$ cat src/rtl/mux_exr_pkg.sv
// Shared types, sizes and the reference mux function for the mux_2_1 exerciser.
package mux_exr_pkg;

  typedef enum logic [1:0] {
    ST_IDLE = 2'd0,
    ST_RUN  = 2'd1,
    ST_DONE = 2'd2
  } state_e;

  // {a,b,s} is one 3-bit vector, so there are 8 of them.
  localparam int VEC_W   = 3;
  localparam int NUM_VEC = 8;

  // Hold counter width; large enough for HOLD_CYCLES up to 255.
  localparam int HCNT_W  = 8;

  // Behaviour every mux_2_1 variant must show.
  function automatic logic mux_exp(input logic a, input logic b, input logic s);
    return s ? b : a;
  endfunction

endpackage

$ cat src/rtl/mux_exr_hold_cnt.sv
// Hold-window counter: counts 0..HOLD_CYCLES-1 while enabled and not paused,
// and strobes cmp_o on the last cycle of each window.
module mux_exr_hold_cnt
  import mux_exr_pkg::*;
#(
  parameter int HOLD_CYCLES = 4
) (
  input  logic clk,
  input  logic rst,
  input  logic clr_i,
  input  logic en_i,
  input  logic pause_i,
  output logic cmp_o
);

  localparam logic [HCNT_W-1:0] LAST = HCNT_W'(HOLD_CYCLES - 1);

  logic [HCNT_W-1:0] hcnt_q;
  logic [HCNT_W-1:0] hcnt_d;
  logic              adv;

  // A paused cycle neither advances the window nor counts as a compare.
  assign adv   = en_i && !pause_i;
  assign cmp_o = adv && (hcnt_q == LAST);

  // Next count: restart on a new run or at the end of a window.
  always_comb begin
    hcnt_d = hcnt_q;
    if (clr_i) begin
      hcnt_d = '0;
    end else if (cmp_o) begin
      hcnt_d = '0;
    end else if (adv) begin
      hcnt_d = hcnt_q + 1'b1;
    end
  end

  // Counter register.
  always_ff @(posedge clk) begin
    if (rst) begin
      hcnt_q <= '0;
    end else begin
      hcnt_q <= hcnt_d;
    end
  end

endmodule

$ cat src/rtl/mux_2_1_exerciser.sv
// Self-running stimulus/check stage for mux_2_1 variants: walks {a,b,s}
// through all 8 vectors, checks mux_out at the end of each hold window and
// reports mismatch count, first failing vector and run status.
module mux_2_1_exerciser
  import mux_exr_pkg::*;
#(
  parameter int HOLD_CYCLES = 4,
  parameter int ERR_W       = 8,
  parameter int LOOP        = 0
) (
  input  logic             clk,
  input  logic             rst,
  input  logic             start_i,
  input  logic             pause_i,
  input  logic             mux_out_i,
  output logic             a_o,
  output logic             b_o,
  output logic             s_o,
  output logic             vld_o,
  output logic [VEC_W-1:0] idx_o,
  output logic [ERR_W-1:0] err_cnt_o,
  output logic             first_err_vld_o,
  output logic [VEC_W-1:0] first_err_idx_o,
  output logic             busy_o,
  output logic             done_o
);

  localparam logic [ERR_W-1:0] ERR_MAX  = '1;
  localparam logic [VEC_W-1:0] LAST_IDX = VEC_W'(NUM_VEC - 1);

  state_e            state_q, state_d;
  logic [VEC_W-1:0]  idx_q, idx_d;
  logic [VEC_W-1:0]  abs_q, abs_d;
  logic [ERR_W-1:0]  err_q, err_d;
  logic              fev_q, fev_d;
  logic [VEC_W-1:0]  fei_q, fei_d;
  logic              start_run;
  logic              cmp;
  logic              mismatch;

  // start is only honoured outside RUN.
  assign start_run = start_i && (state_q != ST_RUN);

  mux_exr_hold_cnt #(
    .HOLD_CYCLES (HOLD_CYCLES)
  ) u_hold_cnt (
    .clk     (clk),
    .rst     (rst),
    .clr_i   (start_run),
    .en_i    (state_q == ST_RUN),
    .pause_i (pause_i),
    .cmp_o   (cmp)
  );

  // The driven vector is registered, so mux_out has settled by the compare.
  assign mismatch = mux_out_i != mux_exp(abs_q[2], abs_q[1], abs_q[0]);

  // Sequencer next state, vector stepping and error capture.
  always_comb begin
    state_d = state_q;
    idx_d   = idx_q;
    abs_d   = abs_q;
    err_d   = err_q;
    fev_d   = fev_q;
    fei_d   = fei_q;
    case (state_q)
      ST_IDLE, ST_DONE: begin
        if (start_i) begin
          state_d = ST_RUN;
          idx_d   = '0;
          abs_d   = '0;
          err_d   = '0;
          fev_d   = 1'b0;
          fei_d   = '0;
        end
      end
      ST_RUN: begin
        if (cmp) begin
          if (mismatch) begin
            if (err_q != ERR_MAX) begin
              err_d = err_q + 1'b1;
            end
            if (!fev_q) begin
              fev_d = 1'b1;
              fei_d = idx_q;
            end
          end
          if ((idx_q == LAST_IDX) && (LOOP == 0)) begin
            state_d = ST_DONE;
            idx_d   = '0;
            abs_d   = '0;
          end else begin
            // Wraps 7 -> 0 naturally in loop mode; results are kept.
            idx_d = idx_q + 1'b1;
            abs_d = idx_q + 1'b1;
          end
        end
      end
      default: begin
        state_d = ST_IDLE;
        idx_d   = '0;
        abs_d   = '0;
      end
    endcase
  end

  // State and result registers; reset wins over any in-flight window.
  always_ff @(posedge clk) begin
    if (rst) begin
      state_q <= ST_IDLE;
      idx_q   <= '0;
      abs_q   <= '0;
      err_q   <= '0;
      fev_q   <= 1'b0;
      fei_q   <= '0;
    end else begin
      state_q <= state_d;
      idx_q   <= idx_d;
      abs_q   <= abs_d;
      err_q   <= err_d;
      fev_q   <= fev_d;
      fei_q   <= fei_d;
    end
  end

  assign a_o             = abs_q[2];
  assign b_o             = abs_q[1];
  assign s_o             = abs_q[0];
  assign idx_o           = idx_q;
  assign vld_o           = (state_q == ST_RUN);
  assign busy_o          = (state_q == ST_RUN);
  assign done_o          = (state_q == ST_DONE);
  assign err_cnt_o       = err_q;
  assign first_err_vld_o = fev_q;
  assign first_err_idx_o = fei_q;

endmodule

$ cat config.mk
export PLATFORM = sky130hd
export DESIGN_NAME = mux_2_1_exerciser
export DESIGN_NICKNAME = d
export VERILOG_FILES = /design/src/rtl/mux_exr_pkg.sv /design/src/rtl/mux_exr_hold_cnt.sv /design/src/rtl/mux_2_1_exerciser.sv
export SDC_FILE = /design/constraint.sdc
export NUM_CORES = 1
export LEC_CHECK = 0
export CAP_MARGIN = 25
export CORE_MARGIN = 3
export CORE_UTILIZATION = 53
export CTS_BUF_LIST = sky130_fd_sc_hd__clkbuf_8
export DETAILED_ROUTE_END_ITERATION = 6
export GPL_TIMING_DRIVEN = 0
export PLACE_DENSITY = 0.8
export SYNTH_ARGS = -nofsm -noshare
export SYNTH_HDL_FRONTEND = slang
export SYNTH_SLANG_ARGS = --single-unit
$ cat constraint.sdc
create_clock -name clk -period 2.4 [get_ports clk]
set_input_delay 0.72 -clock clk [delete_from_list [all_inputs] [get_ports clk]]
set_output_delay 0.72 -clock clk [all_outputs]
set_load 0.005 [all_outputs]
* Yosys cells after proc, flatten, opt, wreduce, memory -nomap -nowiden
Cells that the tools add are included.
** Storage, ports and cells
- Register bits after elaboration :: 25
- Input bits :: 5
- Output and inout bits :: 21
- Logic and storage cells :: 57
** Cells by class
- Add/sub/neg operators :: 3
- Eq/ne operators :: 13
- Muxes and demuxes :: 22
- Reductions and logical operators :: 13
** Operators with widths (number)
- 8-bit 2-to-1 mux :: 4
- 3-bit 2-to-1 mux :: 6
- 8-bit by 1-bit adder with 8-bit output (second input constant) :: 2
- 8-bit case mux with 2 select lines :: 1
- 2-bit != test (second input constant) :: 6
- 3-bit case mux with 2 select lines :: 2
- 5-bit AND reduction :: 2
- 8-bit by 2-bit equality test with 1-bit output (second input constant) :: 1
- 8-bit != test (second input constant) :: 1
- 2-bit 2-to-1 mux :: 3
- 1-bit 2-to-1 mux :: 4
- 2-bit case mux with 2 select lines :: 1
- 4-bit AND reduction :: 1
- 3-bit by 1-bit adder with 3-bit output (second input constant) :: 1
- 3-bit equality test (second input constant) :: 1
- 1-bit logical AND :: 3
- 3-bit AND reduction :: 1
- 3-bit OR reduction :: 1
- 2-bit by 1-bit equality test with 1-bit output (second input constant) :: 1
- 2-bit equality test (second input constant) :: 1
- 2-bit logical NOT :: 1
- 2-bit by 1-bit != test with 1-bit output (second input constant) :: 1
- 1-bit case mux with 2 select lines :: 1
- 2-bit AND reduction :: 1
- other kinds (4) :: 4

* Longest topological paths before layout
- Word-level depth :: 5
- Depth in mapped cells :: 7
- Gate-level depth less buffers :: 5

* By module
A second synthesis with hierarchy kept.
** Second synthesis, totals
- Cell total of the unflattened synthesis :: 155
- Area total of the unflattened synthesis :: 1338.8 µm²
** Modules (own cells, without submodules)
- mux_2_1_exerciser :: times used 1, cells an instance 108, area each 904.6 µm², sequential area each 340.3 µm²
- mux_exr_hold_cnt :: times used 1, cells an instance 47, area each 434.2 µm², sequential area each 160.2 µm²

* Least setup slack after synthesis
No wires, ideal clock.
- Path kind :: input port to flip-flop
- From :: input port rst
- To :: register err_q[5] (netlist: err_cnt_o[5])
- Arrival time :: 2.044 ns
- Required time :: 2.326 ns
- Setup slack :: 0.282 ns
- Cell stages on the path :: 6
- Path buffers :: 2
- Cells stage by stage :: clkbuf_1 or3b_2 clkbuf_1 nor4_2 a41oi_1 a31oi_1
** RTL lines
- from (decl) :: RTL line mux_2_1_exerciser.sv:12 : input logic rst,
- to (signal assigned) :: RTL line mux_2_1_exerciser.sv:120 : err_q <= err_d;
- to (decl) :: RTL line mux_2_1_exerciser.sv:34 : logic [ERR_W-1:0] err_q, err_d;

* Final worst setup path
- From :: register state_q[0]
- To :: output port vld_o
** Between the ends
- Cells in the longest elaborated chain, start to end :: 1
** Ends and longest elaborated chain
- from (decl) :: RTL line mux_2_1_exerciser.sv:31 : state_e state_q, state_d;
- from (signal assigned) :: RTL line mux_2_1_exerciser.sv:117 : state_q <= state_d;
- 2-bit by 1-bit equality test with 1-bit output :: RTL line mux_2_1_exerciser.sv:130 : assign vld_o = (state_q == ST_RUN);
- to (decl) :: RTL line mux_2_1_exerciser.sv:19 : output logic vld_o,
Every way passes these cells.

==> metrics.md <==
| Metric | Value |
|---|---|
| Worst path top cell family by delay | buffers and inverters |
| Minimum clock period after layout | 2.29 ns |
| Max IR drop VDD | approximately 0.31 mV |
| Detailed-route via count | 1,271 |
| Max Buffers Root-to-Sink | 2 |
| Met3 usage | ~2.8% |
| Post-route cell area | roughly 0.0017 mm2 |
| Seq/Total Area, Yosys | 37.5% |
| Area grow syn2layout | 28.0% |
| Final Setup Violations | 0 |
| Sw frac | between 20% and 30% |
| Clk network pwr share | 32.6% |
| Starting Density | between 50% and 60% |
| Worst setup SP type | flop |
| Fin nets | about 190 |
| RSZ-0062 raised after global routing | false |
| Max Freq | between 400 and 500 MHz |
| Total CTS buffers | 3 |
| Synth top area share | 37.5% |
| DR WL/cell | 14.9 um |
| Number of max-cap violations | 0 |
| Largest stage delay, worst path | 0.48 ns |
| Post-synth net total | approximately 160 |
| Fill cells | about 180 |
| Worst setup path class | flop to output pin |
| Pint | 0.569 mW |
| Dpl cell area | ~0.0016 mm2 |
| Multi-input logic area | 779 um2 |
| FF+latch count, synth | 25 |
| Status | finished, final reports clean |
| Hold WC Path Type | flop to flop |
| Share of post-route cells with drive strength above 1 | between 10% and 20% |
| Power per cell area | around 440 mW/mm2 |
| Max-slew headroom | 59.4% |
| Reg area | approximately 500 um2 |
| Pin count of the biggest net entering global routing | 14 |
| # diodes | 0 |
| # clock sinks | 25 |
| Yosys cell types | 47 |
| CTS hold repair buffers | 0 |
| Area leader, netlist | dfxtp_1 |
| Avg Cell Area, Syn | roughly 8.6 um2 |
| Min Hold Slack | around 0.5 ns |
| Clock root buffer | clkbuf_8 |
| Most common cell in the netlist | dfxtp_1 |
| GR Util All Layers | a little over a fifth |
| Die Height | 56.2 um |
| Drc violations | 0 |
| Vias per cell | 6.00 |
| Routed Antenna Nets | 0 |
| Initial drt markers | 24 |
| Boundary Pins | 26 |
| Combinational power share | a little over a tenth |
| Max-slew violations | 0 |
| Number of global-route vias before repair | approximately 1,200 |
| Most used DFF post-synth | dfxtp_1 |
| First-pass DRT Iterations | 4 |
| Die area | 0.00316 mm2 |
| Worst-skew pair later-pin latency | 0.27 ns |
| I/O Buffers | 24 |
| Cell area after synthesis | about 0.0013 mm2 |
| Worst Path Buf+Inv | 4 |
| Share of power burned in registers | between 50% and 60% |
| Final Hold Viols | 0 |
| Worst slew pin tran | 0.600 ns |
| Worst-path clk slew | around 0.080 ns |
| CTS H-Tree Depth | 1 |
| Critical-path cell list | nand2b_1 > buf_6 > inv_4 > buf_4 > clkdlybuf4s50_1 |
| Final Util | roughly three quarters |
| Post-Route WL | 3150 um |
| Dpl ws | -0.394 ns |
| First-pass GRT wire length | between 5000 and 6000 um |
| Largest cells by area after synthesis | dfxtp_1 (37%), nor2_1 (3.9%), ha_1 (3.7%) |
| Gr ovfl total | 0 |
| Grt met2 use | between 30 and 40% |
| FP Rows | 17 |
| CP Capture Type | output pin |
| Post-synth EDFFs | 0 |
| Cells after Synth | 155 |
| CP max FO | 11 |
| Routability cong. | around 0.85 |
| Die W | 56.2 um |
| M1 GR Usage | a little over a quarter |
| CP Data Required Time | 1.68 ns |
| Setup tns final | 0 ns |
| Post-synth top cells | dfxtp_1 (25), nor2_1 (14), nand2_1 (10) |
| DPL Wire Length | between 2000 and 2500 um |
| Net Switching | ~0.18 mW |
| CORE AREA | about 0.0023 mm2 |
| Leak pwr | between 0.6 and 0.7 nW |
| Fin Clk Skew | approximately 0.0019 ns |
| Final WS setup | about 0.11 ns |
| Crit path DAT | 1.57 ns |
| Initial antenna violation count | 0 |
| Final period utilization | between 90% and 100% |
| Synth Warn # | 0 |
| Worst path slowest cell | clkdlybuf4s50_1 |
| Synth async-reset ratio | 0% |
| CTS tree | done |
| Grt peak-use layer | met2 |
==> per-stage QoR <==
stage / power, mW / std cells
finish: 0.749 / 212
global route: 0.774 / 212
CTS: 0.752 / 211
detailed placement: 0.509 / 207
global placement: 0.507 / 207
floorplan: 0.479 / 155
==> registers in the layout, summed over array words and instances, names as in the netlist <==
name and cells:
state_q 2, err_cnt_o 8, abs_q 3, u_hold_cnt.hcnt_q 8
first_err_idx_o 3, first_err_vld_o 1
==> power groups by stage <==
stage | registers (mW) | clock network [mW] | logic [mW]
after floorplan | 0.431 | 0 | 0.0477
after global placement | 0.432 | 0 | 0.0750
after detailed placement | 0.432 | 0 | 0.0765
after CTS | 0.423 | 0.247 | 0.0819
after global routing | 0.426 | 0.259 | 0.0896
final | 0.424 | 0.244 | 0.0810
==> routing by layer <==
| metal | up-vias | part of all wire (%) |
|---|---|---|
| li1 | 630 | - |
| met1 | 614 | 44 |
| met2 | 22 | 52 |
| met3 | 5 | 3.3 |
| met4 | 0 | 0.98 |
| met5 | - | 0 |
==> layout make-up <==
cell class              instances  area share, %
clock buffers                   3           2.41
inverters                       8           1.90
flip-flops and latches         25           29.7
repair buffers                 26           15.1
well taps                      28           2.05
plain buffers                   8           3.07
clock inverters                 1          0.219
multi-input cells             113           45.6
==> what timing repair did <==
action	CTS	global route
buffers inserted	0	2
pin swaps	0	1
resized for setup	10	6
setup endpoints to repair	16	19
==> layout by cell type, fill, tap and decap left out, types with 4 or more instances in the layout <==
cell type / Yosys / routed
dfxtp_1: 25 / 23
xnor2_1: 5 / 5
nor2_1: 14 / 14
nand3_1: 8 / 8
buf_4: 4 / 6
nand4_1: 6 / 6
o211ai_1: 5 / 5
inv_1: 8 / 8
ha_1: 4 / 4
nand2_1: 10 / 10
a31oi_1: 6 / 6
clkdlybuf4s50_1: 0 / 23
a21oi_1: 6 / 6
o21ai_0: 4 / 4
==> cell families (layout without fill, tap and decap cells) <==
group                      after synthesis  in the layout  synth area share [%]
and+or+nand+nor                         65             65                  28.4
buffers and inverters                   17             46                  5.99
xor gates and xnor gates                 7              7                  4.59
DFF                                     25             25                  37.5
muxes                                    2              2                  1.59
adders and majority gates                4              4                  3.75
AOI/OAI and AO/OA                       35             35                  18.3
==> worst paths after layout <==
check                        to  cells after the start  slack (ns)                from
min reg2reg  first_err_idx_o[0]                      1        0.50  first_err_idx_o[0]
max                       vld_o                      5        0.11          state_q[0]
min          first_err_idx_o[0]                      1        0.50  first_err_idx_o[0]
max reg2reg        err_cnt_o[1]                      6        0.36          state_q[0]
Power figures use the tool's default switching activity.
